===== src/rtl/ahb_ap_master.sv =====
`default_nettype none
// ahb_ap_master: single-transfer AHB-Lite master behind the access point. Rev 1.0
// Optional build macro AHB_MASTER_TIMEOUT_EN aborts a transfer stuck on HREADY low.
module ahb_ap_master #(
  parameter int unsigned TIMEOUT_CYCLES = 256,
  parameter logic [3:0]  HPROT_VAL      = 4'b0011
) (
  input  logic        CLK,
  input  logic        RST,
  input  logic        ren,
  input  logic        wen,
  input  logic        byte_en,
  input  logic [31:0] addr,
  input  logic [31:0] wdata,
  output logic [31:0] rdata,
  output logic        busy,
  output logic        done,
  output logic        err,
  output logic [31:0] HADDR,
  output logic [1:0]  HTRANS,
  output logic        HWRITE,
  output logic [2:0]  HSIZE,
  output logic [2:0]  HBURST,
  output logic [3:0]  HPROT,
  output logic        HMASTLOCK,
  output logic [31:0] HWDATA,
  input  logic [31:0] HRDATA,
  input  logic        HREADY,
  input  logic        HRESP
);

  typedef enum logic [2:0] {
    S_IDLE = 3'd0,
    S_ADDR = 3'd1,
    S_DATA = 3'd2,
    S_ERR2 = 3'd3,
    S_DONE = 3'd4
  } state_t;

  state_t      state, state_nxt;
  logic [31:0] addr_lat, wdata_lat;
  logic [2:0]  size_lat;
  logic        byte_lat, write_lat;
  logic        accept, set_err, capture, timeout_hit;
  logic [7:0]  rd_lane;

`ifdef AHB_MASTER_TIMEOUT_EN
  localparam int unsigned CNT_W = $clog2(TIMEOUT_CYCLES + 1);
  logic [CNT_W-1:0] low_cnt;
  logic             bus_phase;

  assign bus_phase   = (state == S_ADDR) || (state == S_DATA) || (state == S_ERR2);
  // Fires on the cycle that would be the TIMEOUT_CYCLES-th consecutive low cycle.
  assign timeout_hit = bus_phase && !HREADY && (low_cnt == CNT_W'(TIMEOUT_CYCLES - 1));

  always_ff @(posedge CLK) begin
    if (RST || !bus_phase || HREADY) low_cnt <= '0;
    else                             low_cnt <= low_cnt + 1'b1;
  end
`else
  assign timeout_hit = 1'b0;
`endif

  always_ff @(posedge CLK) begin
    if (RST) state <= S_IDLE;
    else     state <= state_nxt;
  end

  always_comb begin
    state_nxt = state;
    accept    = 1'b0;
    set_err   = 1'b0;
    capture   = 1'b0;
    HTRANS    = 2'b00;
    case (state)
      S_IDLE: begin
        if (ren || wen) begin
          accept = 1'b1;
          // Misaligned word accesses never reach the bus.
          if (!byte_en && (addr[1:0] != 2'b00)) begin
            state_nxt = S_DONE;
            set_err   = 1'b1;
          end else begin
            state_nxt = S_ADDR;
          end
        end
      end
      S_ADDR: begin
        HTRANS = 2'b10;
        if (HREADY) state_nxt = S_DATA;
        else if (timeout_hit) begin
          state_nxt = S_DONE;
          set_err   = 1'b1;
        end
      end
      S_DATA: begin
        if (HREADY) begin
          state_nxt = S_DONE;
          if (HRESP) set_err = 1'b1;
          else       capture = !write_lat;
        end else if (HRESP) begin
          state_nxt = S_ERR2;
        end else if (timeout_hit) begin
          state_nxt = S_DONE;
          set_err   = 1'b1;
        end
      end
      S_ERR2: begin
        if (HREADY || timeout_hit) begin
          state_nxt = S_DONE;
          set_err   = 1'b1;
        end
      end
      S_DONE:  state_nxt = S_IDLE;
      default: state_nxt = S_IDLE;
    endcase
  end

  always_comb begin
    rd_lane = HRDATA[7:0];
    case (addr_lat[1:0])
      2'd1:    rd_lane = HRDATA[15:8];
      2'd2:    rd_lane = HRDATA[23:16];
      2'd3:    rd_lane = HRDATA[31:24];
      default: rd_lane = HRDATA[7:0];
    endcase
  end

  always_ff @(posedge CLK) begin
    if (RST) begin
      addr_lat  <= '0;
      wdata_lat <= '0;
      size_lat  <= '0;
      byte_lat  <= 1'b0;
      write_lat <= 1'b0;
      rdata     <= '0;
      err       <= 1'b0;
    end else begin
      if (accept) begin
        addr_lat  <= addr;
        wdata_lat <= wdata;
        byte_lat  <= byte_en;
        write_lat <= wen;
        size_lat  <= byte_en ? 3'b000 : 3'b010;
      end
      // err is sticky until the next command is accepted.
      if (accept)       err <= set_err;
      else if (set_err) err <= 1'b1;
      if (capture) rdata <= byte_lat ? {24'h0, rd_lane} : HRDATA;
    end
  end

  assign busy      = (state != S_IDLE);
  assign done      = (state == S_DONE);
  assign HADDR     = addr_lat;
  assign HWRITE    = write_lat;
  assign HSIZE     = size_lat;
  assign HWDATA    = byte_lat ? {4{wdata_lat[7:0]}} : wdata_lat;
  assign HBURST    = 3'b000;
  assign HPROT     = HPROT_VAL;
  assign HMASTLOCK = 1'b0;

endmodule
`default_nettype wire


===== config.mk =====
export PLATFORM = sky130hd
export DESIGN_NAME = ahb_ap_master
export DESIGN_NICKNAME = d
export VERILOG_FILES = /design/src/rtl/ahb_ap_master.sv
export SDC_FILE = /design/constraint.sdc
export NUM_CORES = 1
export LEC_CHECK = 0
export ABC_AREA = 0
export ABC_CLOCK_PERIOD_IN_PS = 2350
export BUFFER_PORTS_ARGS = -buffer_cell sky130_fd_sc_hd__buf_2
export CORE_ASPECT_RATIO = 1.1
export CORE_MARGIN = 2
export CORE_UTILIZATION = 50
export DETAILED_ROUTE_END_ITERATION = 6
export PLACE_DENSITY = 0.85
export SLEW_MARGIN = 20
export SYNTH_ARGS = -nofsm -noshare
export SYNTH_HDL_FRONTEND = slang
export SYNTH_SLANG_ARGS = --single-unit

===== constraint.sdc =====
create_clock -name CLK -period 2.35 [get_ports CLK]
set_input_delay 0.3525 -clock CLK [delete_from_list [all_inputs] [get_ports CLK]]
set_output_delay 0.3525 -clock CLK [all_outputs]
set_load 0.05 [all_outputs]

==> results.md, run 1 <==
* Maximum clock rate at 491 MHz
* Count of cells along the worst hold path at 3
* Area of the die at 9630 um^2
* Post-layout minimum cycle time at 2040 ps
* IO Pins at 216
* Master cell of the clock root buffer: sky130_fd_sc_hd__clkbuf_8
* Cell leakage power at 2.57 nW
* Leftover overflow at the end of global routing at 0
* Capture point of the worst reg-to-reg path: rdata[7]
* Antenna Nets Post-Route at 0
* Net switching power figure at 0.00172 W
* Reg2reg setup slack at 440 ps
* Leading area contributor after synthesis: sky130_fd_sc_hd__dfxtp_1
* Final WL at 12.2 mm
* CTS buffer count at 9
* Routed vias at 4489
* Initial core utilization at 50.7%
* Clk slew on worst S/H paths at 100 ps
* Number of warnings printed during yosys synthesis at 0
* Final setup violating endpoints at 0
* Via-per-instance ratio at 5.15
* Iteration count of the initial detailed-routing pass at 4
* Via count of the first global-routing pass at 4098
* Number of maximum-capacitance violations at 0
* Worst-Margin Slew at 1030 ps
* Final Hold Fails at 0
* # diodes at 0
* Clock share of power at 24.7%
* Total routing resource utilization after global routing at 24.3%
* Most common flop cell mapped by yosys: sky130_fd_sc_hd__dfxtp_1
* CTS H-tree depth at 3
* Syn Std Cell Area at 4430 um^2
* Clock tree from TritonCTS: yes
* Max-slew headroom at 31.6%
* # fillers at 813
* Syn avg cell area at 7.60 um^2
* Highest ir drop seen on vdd at 0.506 mV
* Switching part of the total power at 38.7%
* Floorplan die width at 93.7 um
* EDFF count, synth at 0
* Register bit total from synthesis at 103
* Summed negative setup slack over all endpoints at 0 ps
* Critical Path End Type: output port
* Ranking of synthesized cells by area: sky130_fd_sc_hd__dfxtp_1 47%, sky130_fd_sc_hd__nand2_1 15%, sky130_fd_sc_hd__a21oi_1 12%
* Async SR Flop Fraction at 0%
* Portion of synthesized cell area occupied by the leading cell type at 46.6%
* Die Ht at 103 um
* Worst clock skew at 7.14 ps
* Max Buffers Root-to-Sink at 2
* Synthesized instance count at 583
* Core footprint at 8740 um^2
* Total of buffers placed on input and output ports at 204
* Most used standard cells in the synthesized netlist: 177 x sky130_fd_sc_hd__nand2_1, 106 x sky130_fd_sc_hd__a21oi_1, 103 x sky130_fd_sc_hd__dfxtp_1
* Maximum number of pins on one net before global-route repair at 103
* Layout-stage area growth over the synthesis result at 25.2%
* Half-perimeter wire length after placement at 9.02 mm
* Most frequently used cell type in the post-synthesis netlist: sky130_fd_sc_hd__nand2_1
* Number of gates resized after cts at 0
* TritonCTS Sinks at 103
* Endpoint with the worst hold slack: HADDR[25]
* Max-slew violation count at 0
* Fraction of the yosys area taken by sequential cells at 46.6%
* Clock latency of the later-clocked register in the worst-skew pair at 360 ps
* Combinational Power Share at 30.8%
* Result of the run: finished, final reports clean
* Path depth of the worst reg2reg path at 3
* Cell row count at 36
* Crit Path Class: reg -> out
* Power per cell area at 803 nW/um^2
* Total internal power at 0.00273 W
* Final Core Density at 63.5%
* Ratio of final minimum period to clock period at 86.7%
* Global-route wire length before repair at 18.6 mm
* Crit path max fanout at 33
* Data arrival, critical path at 1690 ps
* Sequential power share at 44.5%
* Global placer's final weighted congestion at 0.838
* Fraction of final layout cells with drive strength greater than 1 at 30.7%
* Antenna violations before repair at 1
* Number of buffers inserted by hold repair at cts at 0
* Fin nets at 856
* Count of different cell masters after synthesis at 36
* RSZ-0062 raised after global routing: no
* Worst Hold Class: in -> reg
* Startpoint of the worst hold path: addr[25]
* WP data required at 2000 ps
* Remaining design rule violation count at 0
* Setup bufs post-CTS at 0
* CP Launch Type: flip-flop
* Critical path origin: byte_lat
* Starting DRC count in detailed routing at 191
* Wire per inst at 14.0 um
* Startpoint of the most critical register-to-register path: byte_lat
[through the flow]
| step | hold WS [ps] | instances | cell area [um^2] | setup WS [ps] | total power [W] |
|---|---|---|---|---|---|
| floorplan | 436 | 592 | 4460 | 142 | 0.00308 |
| finish | 212 | 872 | 5550 | 312 | 0.00445 |
| global route | 198 | 872 | 5550 | 168 | 0.00467 |
| global placement | 435 | 856 | 5350 | 539 | 0.00337 |
| CTS | 191 | 872 | 5550 | 287 | 0.00449 |
| detailed placement | 445 | 856 | 5350 | 507 | 0.00340 |
[kinds of logic after synthesis]
logic type      after synthesis  synth area share, %
simple gates                231                 22.1
compound gates              151                 18.5
flops                       103                 46.6
buf+inv                      87                 10.6
mux                           9                 2.03
other cells                   2                0.170
[area by class of cell]
class / instances / area (um^2) / share of cell area, %
sequential: 103 / 2060 / 37.2
multi-input combinational: 402 / 1950 / 35.1
timing repair buffer: 211 / 1100 / 19.9
tap: 114 / 143 / 2.57
clock buffer: 9 / 124 / 2.23
inverter: 26 / 97.6 / 1.76
clock inverter: 7 / 73.8 / 1.33
[critical path, stage by stage, from the launching register on]
cell                      delay (ps)
sky130_fd_sc_hd__dfxtp_1         570
sky130_fd_sc_hd__buf_12          230
sky130_fd_sc_hd__nand2_1         110
sky130_fd_sc_hd__o21ai_0         110
sky130_fd_sc_hd__buf_2           300
[registers in the layout (all words and copies together) (netlist names)]
register / cells
state: 3
HADDR: 32
HSIZE: 1
rdata: 32
byte_lat: 1
wdata_lat: 32
HWRITE: 1
err: 1
[how the worst max path moves through the flow]
stage	end	slack, ps
5_1_grt	HWDATA[24]	170
6_report	HWDATA[17]	310
2_1_floorplan	HWDATA[10]	140
4_1_cts	HWDATA[24]	290
3_5_place_dp	rdata[7]	510
3_3_place_gp	rdata[7]	540
[layer usage]
metal | vias to the layer above | routed length, um | GRT usage, %
met5 | - | 13 | 0
met4 | 2 | 498 | 14.3
met3 | 40 | 987 | 5.48
met2 | 195 | 5990 | 41.4
met1 | 2032 | 4720 | 28.1
li1 | 2220 | - | -
[layout by cell type (no fill, tap or decap), drive strengths merged, types with 2 or more instances in the layout]
cell | synthesis | layout
buf | 39 | 211
nand2 | 177 | 177
a21oi | 106 | 106
dfxtp | 103 | 103
inv | 25 | 25
o21ai | 25 | 25
nand3 | 24 | 24
nor2 | 15 | 15
conb | 2 | 11
mux2i | 9 | 9
clkbuf | 22 | 9
o22a | 7 | 7
o211ai | 7 | 7
clkinv | 1 | 6
nor3 | 3 | 3
nor2b | 2 | 2
and2 | 2 | 2
or3 | 2 | 2
[power groups by stage]
stage	logic, W	registers [W]	clock network, W
6_report	0.00137	0.00198	0.00110
5_1_grt	0.00148	0.00200	0.00120
3_5_place_dp	0.00138	0.00202	0
4_1_cts	0.00138	0.00198	0.00113
2_1_floorplan	0.000842	0.00224	0
3_3_place_gp	0.00135	0.00201	0
Power figures use the tool's default switching activity.
==> run 2, diff against run 1 <==
--- a/config.mk
+++ b/config.mk
@@ -6,7 +6,7 @@
 export NUM_CORES = 1
 export LEC_CHECK = 0
 export ABC_AREA = 0
-export ABC_CLOCK_PERIOD_IN_PS = 2350
+export ABC_CLOCK_PERIOD_IN_PS = 2450
 export BUFFER_PORTS_ARGS = -buffer_cell sky130_fd_sc_hd__buf_2
 export CORE_ASPECT_RATIO = 1.1
 export CORE_MARGIN = 2
==> constraint.sdc (replaced) <==
create_clock -name CLK -period 2.45 [get_ports CLK]
set_input_delay 0.3675 -clock CLK [delete_from_list [all_inputs] [get_ports CLK]]
set_output_delay 0.3675 -clock CLK [all_outputs]
set_load 0.05 [all_outputs]
==> results.md, run 2 (synthesis gave the netlist of run 1 again) <==
* Startpoint of the most critical register-to-register path: state[0]
* Clock tree from TritonCTS: yes
* FF+latch area at 2060 um^2 (unchanged)
* Half-perimeter wire length after placement at 9.01 mm (-0.12%)
* Capture point of the worst reg-to-reg path: wdata_lat[0]
* Worst Hold Class: in -> reg
* Maximum clock rate at 488 MHz
* Max Buffers Root-to-Sink at 2 (unchanged)
* Cell row count at 36 (unchanged)
* Fin nets at 856 (unchanged)
* Data arrival, critical path at 1680 ps (about the same)
* Placed cell areas at 5350 um^2 (unchanged)
* Setup bufs post-CTS at 0 (unchanged)
* Post-placement setup slack at 556 ps (+49.8 ps)
* Number of buffers inserted by hold repair at cts at 0 (unchanged)
* Cell leakage power at 2.58 nW (about the same)
* Core footprint at 8740 um^2 (unchanged)
* Max-slew headroom at 30.7% (-0.81 points)
* Multi-input combinational cell area at 1950 um^2 (unchanged)
* Wire per inst at 14.2 um (+1.2%)
* Critical Path End Type: output port
* Path depth of the worst reg2reg path at 6 (+3)
* Uppermost routed layer: met4
* Crit path max fanout at 43 (+30%)
* Via count of the first global-routing pass at 4010 (-2.1%)
* Total of buffers placed on input and output ports at 204 (unchanged)
* Number of maximum-capacitance violations at 0 (unchanged)
* Antenna violations before repair at 0 (-1)
* Count of cells along the worst hold path at 3 (unchanged)
* CP Launch Type: flip-flop
* Final WL at 12.4 mm (+1.2%)
* # fillers at 796 (-2.1%)
* Power per cell area at 770 nW/um^2 (-4.1%)
* Maximum number of pins on one net before global-route repair at 103 (unchanged)
* # diodes at 0 (unchanged)
* IO Pins at 216 (unchanged)
* WP data required at 2080 ps (+80 ps)
* Worst clock skew at 10.6 ps (+3.45 ps)
* Area of the die at 9630 um^2 (unchanged)
* Critical path endpoint: HWDATA[24]
* Result of the run: finished, final reports clean
* Cell area after layout at 5540 um^2 (-0.14%)
* Total routing resource utilization after global routing at 24.6% (+0.27 points)
* Amount of wire on met3 after detailed routing at 1.09 mm (+11%)
* Remaining design rule violation count at 0 (unchanged)
* Floorplan die width at 93.7 um (unchanged)
* Clk slew on worst S/H paths at 90 ps (about the same)
* CTS buffer count at 9 (unchanged)
* Clock latency of the later-clocked register in the worst-skew pair at 360 ps (about the same)
* Sum of routed wire segments on met1 at 4.76 mm (+0.85%)
* Critical path origin: byte_lat
* Routed length on met2 at 6.14 mm (+2.6%)
* Iteration count of the initial detailed-routing pass at 5 (+1)
* Worst-Margin Slew at 1040 ps (+12.1 ps)
* Starting DRC count in detailed routing at 254 (+33%)
* Antenna Nets Post-Route at 0 (unchanged)
* Summed negative setup slack over all endpoints at 0 ps (unchanged)
* Post-layout minimum cycle time at 2050 ps
* CTS H-tree depth at 3 (unchanged)
* Highest ir drop seen on vdd at 0.403 mV (-20%)
* Routed vias at 4505 (+0.36%)
* Final Core Density at 63.4% (-0.086 points)
* TritonCTS Sinks at 103 (unchanged)
* Final setup violating endpoints at 0 (unchanged)
* Final Hold Fails at 0 (unchanged)
* Die Ht at 103 um (unchanged)
* Highest-count cells in the layout ignoring fill and taps: 203 x sky130_fd_sc_hd__buf_2, 177 x sky130_fd_sc_hd__nand2_1, 106 x sky130_fd_sc_hd__a21oi_1
* Crit Path Class: reg -> out
* Layout-stage area growth over the synthesis result at 25.1%
* Reg2reg setup slack at 550 ps (+110 ps)
* Fraction of final layout cells with drive strength greater than 1 at 30.5% (-0.26 points)
* Initial core utilization at 50.7% (unchanged)
* Ratio of final minimum period to clock period at 83.7%
* Via-per-instance ratio at 5.17 (+0.36%)
* Most common library cell in the layout ignoring fill and taps: sky130_fd_sc_hd__buf_2
* Global-route wire length before repair at 18.8 mm (+1.2%)
* Max-slew violation count at 0 (unchanged)
* Slack of the critical path at 400 ps (+88.4 ps)
* Worst hold slack at 240 ps (+27.4 ps)
* Global placer's final weighted congestion at 0.800 (-4.5%)
* Number of gates resized after cts at 0 (unchanged)
* RSZ-0062 raised after global routing: no
* Leftover overflow at the end of global routing at 0 (unchanged)
* Master cell of the clock root buffer: sky130_fd_sc_hd__clkbuf_8
[run 2: area by class of cell]
class | count | area share [%]
inverters | 26 | 1.76
repair buffers | 211 | 19.9
well taps | 114 | 2.58
clock buffers | 12 | 2.62
flip-flops and latches | 103 | 37.2
clock inverters | 4 | 0.813
multi-input cells | 402 | 35.1
[run 2: power by group]
group | internal [W] | total, W | switching (W)
clock | 0.000497 | 0.00104 | 0.000546
sequential | 0.00181 | 0.00190 | 0.0000901
combinational | 0.000341 | 0.00133 | 0.000987
[run 2: stage by stage]
stage	power [W]	std cells
floorplan	0.00295	592
global placement	0.00323	856
detailed placement	0.00326	856
CTS	0.00430	872
global route	0.00448	872
finish	0.00427	872
[run 2: worst min-delay path by stage]
stage	start	to	slack (ps)
after floorplan	wdata_lat[10]	wdata_lat[10]	440
after global placement	rdata[9]	rdata[9]	440
after detailed placement	rdata[27]	rdata[27]	440
after CTS	wdata[31]	wdata_lat[31]	220
after global routing	wdata[4]	wdata_lat[4]	220
final	wdata[4]	wdata_lat[4]	240
[run 2: per-layer routing]
layer  GRT usage [%]  up-vias
li1                -     2219
met4            10.5        0
met3            7.02       28
met5               0        -
met2            42.1      206
met1            28.9     2052
[run 2: worst max-delay path: stages, from the launching register on]
cell and delay (ps):
sky130_fd_sc_hd__dfxtp_1 320, sky130_fd_sc_hd__buf_4 350, sky130_fd_sc_hd__nand2_1 180, sky130_fd_sc_hd__o21ai_0 150, sky130_fd_sc_hd__buf_2 300
==> run 3, diff against run 2 <==
--- a/config.mk
+++ b/config.mk
@@ -5,14 +5,14 @@
 export SDC_FILE = /design/constraint.sdc
 export NUM_CORES = 1
 export LEC_CHECK = 0
-export ABC_AREA = 0
-export ABC_CLOCK_PERIOD_IN_PS = 2450
+export ABC_AREA = 1
+export ABC_CLOCK_PERIOD_IN_PS = 1600
 export BUFFER_PORTS_ARGS = -buffer_cell sky130_fd_sc_hd__buf_2
 export CORE_ASPECT_RATIO = 1.1
 export CORE_MARGIN = 2
-export CORE_UTILIZATION = 50
+export CORE_UTILIZATION = 42
 export DETAILED_ROUTE_END_ITERATION = 6
-export PLACE_DENSITY = 0.85
+export PLACE_DENSITY = 0.75
 export SLEW_MARGIN = 20
 export SYNTH_ARGS = -nofsm -noshare
 export SYNTH_HDL_FRONTEND = slang
==> constraint.sdc (replaced) <==
create_clock -name CLK -period 1.6 [get_ports CLK]
set_input_delay 0.24 -clock CLK [delete_from_list [all_inputs] [get_ports CLK]]
set_output_delay 0.24 -clock CLK [all_outputs]
set_load 0.05 [all_outputs]
==> results.md, run 3 <==
* Crit Path Class: reg -> out
* Layout-stage area growth over the synthesis result at 33.4%
* Max Buffers Root-to-Sink at 2 (unchanged)
* IO Pins at 216 (unchanged)
* Number of buffers inserted by hold repair at cts at 0 (unchanged)
* Syn avg cell area at 7.21 um^2 (-5.1%)
* Starting DRC count in detailed routing at 191 (-25%)
* CTS buffer count at 9 (unchanged)
* EDFF count, synth at 0 (unchanged)
* Half-perimeter wire length after placement at 9.42 mm (+4.6%)
* WP data required at 1360 ps (-720 ps)
* Most common flop cell mapped by yosys: sky130_fd_sc_hd__dfxtp_1
* RSZ-0062 raised after global routing: yes
* CP Launch Type: flip-flop
* Wire per inst at 13.5 um (-5.0%)
* Crit path max fanout at 17 (-60%)
* Most common library cell in the layout ignoring fill and taps: sky130_fd_sc_hd__buf_2
* Critical Path End Type: output port
* Clock share of power at 15.3% (-9.2 points)
* TritonCTS Sinks at 103 (unchanged)
* Total internal power at 0.00655 W (+150%)
* Total of buffers placed on input and output ports at 204 (unchanged)
* Slack of the critical path at -9.24 ps (-409 ps)
* Fraction of final layout cells with drive strength greater than 1 at 33.1% (+2.6 points)
* Antenna Nets Post-Route at 0 (unchanged)
* Ranking of synthesized cells by area: sky130_fd_sc_hd__dfxtp_1 45%, sky130_fd_sc_hd__o21ai_0 10%, sky130_fd_sc_hd__nor2_1 10%
* Synthesized instance count at 632 (+8.4%)
* Clock tree from TritonCTS: yes
* Worst hold slack at 113 ps (-127 ps)
* Area of the die at 11700 um^2 (+21%)
* Highest-count cells in the layout ignoring fill and taps: 179 x sky130_fd_sc_hd__buf_2, 123 x sky130_fd_sc_hd__nor2_1, 100 x sky130_fd_sc_hd__dfxtp_1
* Maximum clock rate at 621 MHz
* Worst clock skew at 9.01 ps (-1.58 ps)
* Combinational Power Share at 56.2% (+25 points)
* Data arrival, critical path at 1370 ps (-310 ps)
* Die Ht at 113 um (+10%)
* Core footprint at 10500 um^2 (+20%)
* Power per cell area at 2210 nW/um^2 (+190%)
* Global placer's final weighted congestion at 0.925 (+16%)
* Violated checks: setup timing
* Max-slew violation count at 0 (unchanged)
* Clock latency of the later-clocked register in the worst-skew pair at 340 ps (-20 ps)
* Most frequently used cell type in the post-synthesis netlist: sky130_fd_sc_hd__nor2_1
* Routed vias at 4654 (+3.3%)
* Fin nets at 920 (+7.5%)
* Antenna violations before repair at 0 (unchanged)
* Final WL at 13.0 mm (+5.1%)
* Floorplan die width at 103 um (+10%)
* Final setup violating endpoints at 1 (+1)
* Worst Hold Class: in -> reg
* Master cell of the clock root buffer: sky130_fd_sc_hd__clkbuf_16
* Switching part of the total power at 51.1% (+13 points)
* Post-layout minimum cycle time at 1610 ps
* Clk slew on worst S/H paths at 70 ps (-20 ps)
* Iteration count of the initial detailed-routing pass at 4 (-1)
* Setup bufs post-CTS at 0 (unchanged)
* Most used standard cells in the synthesized netlist: 123 x sky130_fd_sc_hd__nor2_1, 103 x sky130_fd_sc_hd__dfxtp_1, 94 x sky130_fd_sc_hd__o21ai_0
* Final Hold Fails at 0 (unchanged)
* Via-per-instance ratio at 4.82 (-6.6%)
* Ratio of final minimum period to clock period at 101%
* Initial core utilization at 43.4% (-7.3 points)
* Remaining design rule violation count at 0 (unchanged)
* Leading area contributor after synthesis: sky130_fd_sc_hd__dfxtp_1
* Maximum number of pins on one net before global-route repair at 36 (-65%)
* Async SR Flop Fraction at 0% (unchanged)
* Register bit total from synthesis at 103 (unchanged)
* Number of warnings printed during yosys synthesis at 0 (unchanged)
* Sequential power share at 28.5% (-16 points)
* Net switching power figure at 0.00685 W (+320%)
* Total routing resource utilization after global routing at 21.7% (-2.8 points)
* Design Power at 0.0134 W (+210%)
* Cell row count at 39 (+8.3%)
* Global-route wire length before repair at 20.1 mm (+6.6%)
* Result of the run: finished, violations left
* Highest ir drop seen on vdd at 1.52 mV (+280%)
* Fraction of the yosys area taken by sequential cells at 45.3% (-1.3 points)
* Leftover overflow at the end of global routing at 0 (unchanged)
* Portion of synthesized cell area occupied by the leading cell type at 45.3% (-1.3 points)
* Count of different cell masters after synthesis at 29 (-19%)
* Via count of the first global-routing pass at 4282 (+6.8%)
* CTS H-tree depth at 3 (unchanged)
* Cell leakage power at 2.96 nW (+15%)
* Number of maximum-capacitance violations at 0 (unchanged)
* Syn Std Cell Area at 4560 um^2 (+2.9%)
* # diodes at 0 (unchanged)
==> run 3: metrics by stage <==
| step | util (%) | cells | TNS, ps | worst slack (ps) | instance area, um^2 |
|---|---|---|---|---|---|
| final | 57.9 | 965 | -9.24 | -9.24 | 6080 |
| after global placement | 53.7 | 947 | 0 | 205 | 5630 |
| after floorplan | - | 641 | -4600 | -225 | 4610 |
| after detailed placement | 53.7 | 947 | 0 | 172 | 5630 |
| after global routing | 57.9 | 965 | -308 | -77.8 | 6080 |
| after CTS | 57.0 | 963 | -0.606 | -0.606 | 5980 |
==> run 3: path summary, 6_finish.rpt <==
| check | from | to | slack, ps | cells past startpoint |
|---|---|---|---|---|
| worst min-delay path | wdata[4] | wdata_lat[4] | 110 | 3 |
| worst min register to register | wdata_lat[15] | wdata_lat[15] | 460 | 2 |
| worst max-delay path | byte_lat | HWDATA[22] | -9 | 3 |
| worst max register to register | state[2] | rdata[6] | 160 | 8 |
==> run 3: worst max-delay path, cell delays in order (launching register included) <==
cell,delay (ps)
sky130_fd_sc_hd__dfxtp_4,390
sky130_fd_sc_hd__clkbuf_16,190
sky130_fd_sc_hd__o21ai_0,210
sky130_fd_sc_hd__buf_4,240
==> run 3: kinds of logic (layout without fill, tap and decap cells) <==
| kind of cell | after synthesis | in the layout | synth area share (%) |
|---|---|---|---|
| compound gates | 156 | 156 | 17.8 |
| other cells | 2 | 11 | 0.165 |
| flops | 103 | 103 | 45.3 |
| simple gates | 258 | 258 | 23.6 |
| buf+inv | 113 | 294 | 13.2 |
==> run 3: what timing repair did <==
| action | in CTS | in global routing |
|---|---|---|
| resized for setup | 30 | 25 |
| cloned | 0 | 2 |
| endpoints found under the setup margin | 25 | 23 |
==> run 3: cell type report <==
class                           count  area (um^2)
Timing Repair Buffer              226         1390
Sequential cell                   103         2070
Multi-Input combinational cell    425         1960
Clock inverter                      5         33.8
Clock buffer                       11          243
Inverter                           52          200
Fill cell                         989         4410
Tap cell                          143          179
==> run 3: power by group through the flow <==
stage / Combinational, W / Sequential (W) / Clock [W]
6_report: 0.00754 / 0.00382 / 0.00205
5_1_grt: 0.00808 / 0.00390 / 0.00221
4_1_cts: 0.00738 / 0.00379 / 0.00209
3_5_place_dp: 0.00717 / 0.00381 / 0
3_3_place_gp: 0.00712 / 0.00382 / 0
2_1_floorplan: 0.00438 / 0.00514 / 0
==> run 3: metal layers <==
metal / track usage, % / share of wire, % / wire length [um] / up-vias
li1: - / - / - / 2371
met1: 26.1 / 43 / 5610 / 2050
met3: 6.92 / 8.4 / 1090 / 30
met4: 8.33 / 2.7 / 348 / 0
met5: 0 / 0 / 0 / -
met2: 35.8 / 46 / 5940 / 203
